==> src/rtl/seq_pkg.sv <==
// Shared types and constants for the round-robin select sequencer.
//   state_t : FSM encoding (IDLE / GRANT / RELEASE); the fourth code is illegal
//             and is steered back to IDLE by the top-level FSM.
//   NUM_CH  : number of request channels (one per decoder output).
//   SEL_W   : width of the decoder select bus.
package seq_pkg;

  localparam int NUM_CH = 4;
  localparam int SEL_W  = 2;

  typedef enum logic [1:0] {
    IDLE    = 2'd0,
    GRANT   = 2'd1,
    RELEASE = 2'd2
  } state_t;

endpackage

==> src/rtl/rr_sel_sequencer_pick.sv <==
// rr_pick: combinational rotating-priority search.
// Ports:
//   req [3:0] in   request lines
//   ptr [1:0] in   highest-priority index this round
//   any       out  at least one request is pending
//   idx [1:0] out  first requesting index in the order ptr, ptr+1, ptr+2, ptr+3 (mod 4)
//                  (equals ptr when nothing is requested)
module rr_pick
  import seq_pkg::*;
(
  input  logic [NUM_CH-1:0] req,
  input  logic [SEL_W-1:0]  ptr,
  output logic              any,
  output logic [SEL_W-1:0]  idx
);

  logic [SEL_W-1:0] cand;

  // Walk the offsets from furthest to nearest so the closest requester to
  // ptr is the last one written and therefore wins. The 2-bit add wraps 3->0.
  always_comb begin
    any  = |req;
    idx  = ptr;
    cand = '0;
    for (int k = NUM_CH - 1; k >= 0; k--) begin
      cand = ptr + SEL_W'(k);
      if (req[cand]) begin
        idx = cand;
      end
    end
  end

endmodule

==> src/rtl/rr_sel_sequencer.sv <==
// rr_sel_sequencer: round-robin sequencer feeding a 2-to-4 enable decoder.
// Grants one of four requesters at a time, holds the grant until the owner
// signals done, and forces one en-low cycle between grants so the decoded
// one-hot output always passes through 4'b0000.
//
// Optional build macro SEL_TIMEOUT_EN: adds a hold counter that force-releases
// a grant after HOLD_MAX cycles and pulses timeout. Without it the grant is
// held until done and timeout is tied low. The port list is the same in both.
//
// Parameters:
//   HOLD_MAX  max cycles a grant stays asserted (timeout build); 2..2**CNT_W
//   CNT_W     hold-counter width
// Ports:
//   clk      in   rising-edge clock
//   rst      in   asynchronous active-high reset
//   req[3:0] in   request per channel
//   done     in   owner finished (only looked at in GRANT)
//   sel[1:0] out  decoder select (registered)
//   en       out  decoder enable, high only in GRANT (registered)
//   busy     out  state != IDLE (registered)
//   timeout  out  one-cycle pulse on forced release
module rr_sel_sequencer
  import seq_pkg::*;
#(
  parameter int HOLD_MAX = 16,
  parameter int CNT_W    = 5
) (
  input  logic              clk,
  input  logic              rst,
  input  logic [NUM_CH-1:0] req,
  input  logic              done,
  output logic [SEL_W-1:0]  sel,
  output logic              en,
  output logic              busy,
  output logic              timeout
);

  // Reject configurations where the counter cannot reach HOLD_MAX-1.
  generate
    if (HOLD_MAX < 2 || (2 ** CNT_W) < HOLD_MAX) begin : g_bad_cfg
      $error("rr_sel_sequencer: HOLD_MAX must be in 2..2**CNT_W");
    end
  endgenerate

  state_t           state;
  state_t           state_nxt;
  logic [SEL_W-1:0] ptr;
  logic [SEL_W-1:0] ptr_nxt;
  logic [SEL_W-1:0] sel_nxt;
  logic             en_nxt;
  logic             busy_nxt;
  logic             grant_start;
  logic             any;
  logic [SEL_W-1:0] idx;

`ifdef SEL_TIMEOUT_EN
  localparam logic [CNT_W-1:0] CNT_LAST = CNT_W'(HOLD_MAX - 1);

  logic [CNT_W-1:0] cnt;
  logic [CNT_W-1:0] cnt_nxt;
  logic             hold_expired;
  logic             timeout_nxt;
`endif

  rr_pick u_pick (
    .req (req),
    .ptr (ptr),
    .any (any),
    .idx (idx)
  );

  // State register plus the registered outputs, pointer and hold counter.
  always_ff @(posedge clk or posedge rst) begin
    if (rst) begin
      state <= IDLE;
      ptr   <= '0;
      sel   <= '0;
      en    <= 1'b0;
      busy  <= 1'b0;
`ifdef SEL_TIMEOUT_EN
      cnt     <= '0;
      timeout <= 1'b0;
`endif
    end else begin
      state <= state_nxt;
      ptr   <= ptr_nxt;
      sel   <= sel_nxt;
      en    <= en_nxt;
      busy  <= busy_nxt;
`ifdef SEL_TIMEOUT_EN
      cnt     <= cnt_nxt;
      timeout <= timeout_nxt;
`endif
    end
  end

  // Next-state logic. IDLE and RELEASE share arbitration; the only
  // difference is that RELEASE always leaves (to GRANT or IDLE).
  always_comb begin
    state_nxt   = state;
    ptr_nxt     = ptr;
    grant_start = 1'b0;
`ifdef SEL_TIMEOUT_EN
    cnt_nxt      = cnt;
    hold_expired = 1'b0;
`endif
    case (state)
      IDLE, RELEASE: begin
        state_nxt = IDLE;
        if (any) begin
          state_nxt   = GRANT;
          grant_start = 1'b1;
          ptr_nxt     = idx + SEL_W'(1);
`ifdef SEL_TIMEOUT_EN
          cnt_nxt     = '0;
`endif
        end
      end
      GRANT: begin
        // req is deliberately not looked at here: the owner keeps the
        // grant even if it drops its request.
`ifdef SEL_TIMEOUT_EN
        cnt_nxt = cnt + CNT_W'(1);
        if (done) begin
          state_nxt = RELEASE;
        end else if (cnt == CNT_LAST) begin
          state_nxt    = RELEASE;
          hold_expired = 1'b1;
        end
`else
        if (done) begin
          state_nxt = RELEASE;
        end
`endif
      end
      default: begin
        state_nxt = IDLE;
      end
    endcase
  end

  // Output logic: next values of the registered outputs. sel only changes
  // when a new grant starts, so it keeps the last owner through RELEASE/IDLE.
  always_comb begin
    sel_nxt  = grant_start ? idx : sel;
    en_nxt   = (state_nxt == GRANT);
    busy_nxt = (state_nxt != IDLE);
`ifdef SEL_TIMEOUT_EN
    timeout_nxt = hold_expired;
`endif
  end

`ifndef SEL_TIMEOUT_EN
  assign timeout = 1'b0;
`endif

endmodule

==> config.mk <==
export PLATFORM = sky130hd
export DESIGN_NAME = rr_sel_sequencer
export DESIGN_NICKNAME = d
export VERILOG_FILES = /design/src/rtl/seq_pkg.sv /design/src/rtl/rr_sel_sequencer_pick.sv /design/src/rtl/rr_sel_sequencer.sv
export SDC_FILE = /design/constraint.sdc
export NUM_CORES = 1
export LEC_CHECK = 0
export CAP_MARGIN = 10
export CORE_AREA = 2 2 39 41
export CTS_BUF_LIST = sky130_fd_sc_hd__clkbuf_8
export DETAILED_ROUTE_END_ITERATION = 8
export DIE_AREA = 0 0 41 43
export PLACE_DENSITY = 0.67
export RECOVER_POWER = 50
export SYNTH_ARGS = -nofsm -noshare
export SYNTH_HDL_FRONTEND = slang
export SYNTH_SLANG_ARGS = --single-unit
==> constraint.sdc <==
create_clock -name clk -period 4.65 [get_ports clk]
set_input_delay 0.465 -clock clk [delete_from_list [all_inputs] [get_ports clk]]
set_output_delay 0.465 -clock clk [all_outputs]
set_load 0.01 [all_outputs]
==> out/metrics.cfg <==
[yosys]
netlist-cell-type-count=24
syn_nets=50
netlist_area_sq_um=447
seq_area_frac_synth_pct=44.8
synth.largest_area_cell=dfrtp_1
ys_top_cells_by_count=dfrtp_1 (8), inv_1 (3), nor2_1 (3)
ys_top_cells_by_area=dfrtp_1 (45%), a2111oi_4 (6.2%), a21o_1 (3.4%)
synth_cells=43
synth_seq_cells=8
yosysMostFrequentCell=dfrtp_1
synthFlopType=dfrtp_1
yosysTopAreaCellShare_pct=44.8
yosysWarnings=0
synth_edf_count=0
async_flop_share_pct=100
avgSynthCellArea_sq_um=10.4

[place]
gp_congestion=0.607
place_area_sq_um=552
placed_cells_incl_taps=67
place.port_buffers=10
pre_cts_slack_ps=2490
dpl.hpwl_um=602

[cells_and_area]
fin_nets=63
finalInstanceArea_sq_um=593
drive_gt1_share_pct=13.0
final_util_pct=42.9
final_cells=70
syn_to_final_growth_pct=32.8
n_antenna_cell=0

[route]
routed_wl_um=767
ant_nets=0
wl_per_cell_um=11.0
drt-vias-per-instance=4.84
drtPass1Iterations=4
vias=339
drtIter0Drc=2
drc=0

[timing]
fin_worst_skew_ps=2.08
slew_violations=0
clock.fmax_mhz=499
final_hold_viol_count=0
rsz0062_at_grt=false
setup_tns_ps=0
timing.final.crit_period_ps=2010
setup_ws_ps=2640
finalSetupViolCount=0
fin_crit_sh_pct=43.1

[setup_path]
crit_arrival_ps=2100
worstPathCellList=dlygate4sd3_1 -> and3b_1 -> a2111o_1 -> a2111oi_4 -> o31ai_2
cp_slowest_cell=dlygate4sd3_1
cp_max_fo=6
end_kind=register
critPathTopFamily=compound AO/OA/AOI/OAI gates
cp.required_ps=4750
cp_num_buf_inv=1
start_kind=input port
cpPeakStageDelay_ps=630
critPathKind=input port to register

[die]
placementRows=14
ios=12
die_h_um=43
start_util_pct=32.3
core-area_sq_mm=0.00138
die_area_sq_mm=0.00176
fp.dieW_um=41

[pwr]
power_frac_clock_pct=22.0
pwr-share-seq_pct=33.7
p_int_uw=245
switching_share_pct=32.6
leakage_nw=0.267
pwr_density_cell_mw_per_mm2=613
combinationalPowerShare_pct=44.3
switching_power_uw=118
ir_worst_vdd_mv=0.283

[clock_network]
cts-root-buf=clkbuf_8
worstSkewPairLatency_ps=220
cts_tree=yes
htree_levels=1
cts_setup_buffers=0
cts_buffers=3
ctsLongestPathBuffers=2
cts_resized=0
cts_hold_buf=0
clk_pin_slew_ps=40
cts.sinks=8

[status]
status=complete, no violations

[global_routing]
grt_pass1_vias=370
grt.total_usage_pct=11.0
grt_start_max_net_pins=10
grt_first_pass_wirelength_mm=1.35
overflow=0
antenna_found_initial=0

[hold_path]
hold_path_class=register to register

[job]
drv_cap=0

[worst paths after layout]
path	slack, ps	endpoint	startpoint	cells after the start
worst min-delay path	490	sel[1]	sel[1]	1
max in group asynchronous	3810	ptr[0]	rst	2
worst min register to register	490	sel[1]	sel[1]	1
worst max register to register	3100	ptr[1]	ptr[1]	4
worst max-delay path	2640	ptr[1]	req[3]	5
min in group asynchronous	620	busy	rst	2
[power groups by stage]
stage / Sequential [mW] / Combinational [mW] / Clock, mW
after detailed placement: 0.123 / 0.164 / 0
after global placement: 0.124 / 0.162 / 0
final: 0.123 / 0.161 / 0.0800
after global routing: 0.127 / 0.179 / 0.0853
after floorplan: 0.129 / 0.106 / 0
after CTS: 0.124 / 0.165 / 0.0814
[cells in the final DEF, fill, tap and decap left out, drive strengths merged, types with 2 or more instances in the layout]
cell type	count
o21ai	3
a21oi	2
dlygate4sd3	3
nand2	2
nor3	2
nand2b	2
a21o	2
nor2	3
clkbuf	3
dfrtp	8
inv	3
nor2b	2
clkdlybuf4s50	7
o21a	2
[cells by family after synthesis]
| kind of cell | share of synthesized area (%) |
|---|---|
| simple gates | 15.7 |
| buf+inv | 5.88 |
| flops | 44.8 |
| compound gates | 28.0 |
| mux | 4.76 |
| other cells | 0.840 |
[flip-flops by register name (all words and copies together), names as in the netlist]
signal  cells
en          1
ptr         2
sel         2
busy        1
state       2
[stage by stage]
| stage | power [mW] | hold WS, ps |
|---|---|---|
| floorplan | 0.235 | 281 |
| global placement | 0.285 | 472 |
| detailed placement | 0.287 | 480 |
| CTS | 0.370 | 488 |
| global route | 0.391 | 494 |
| finish | 0.364 | 487 |
[area by class of cell]
type / instances / area, sq um
fillers: 149 / 791
multi-input cells: 30 / 220
flip-flops and latches: 8 / 200
repair buffers: 10 / 100
clock buffers: 3 / 41.3
well taps: 16 / 20.0
inverters: 3 / 11.3
[routing by layer]
layer	part of all wire, %	vias to the layer above	wire length (um)	GRT usage (%)
li1	-	172	-	-
met2	44	10	340	16.9
met4	0	0	0	6.00
met3	7.4	0	57	1.57
met5	0	-	0	0
met1	48	157	369	14.1
Power figures use the tool's default switching activity.
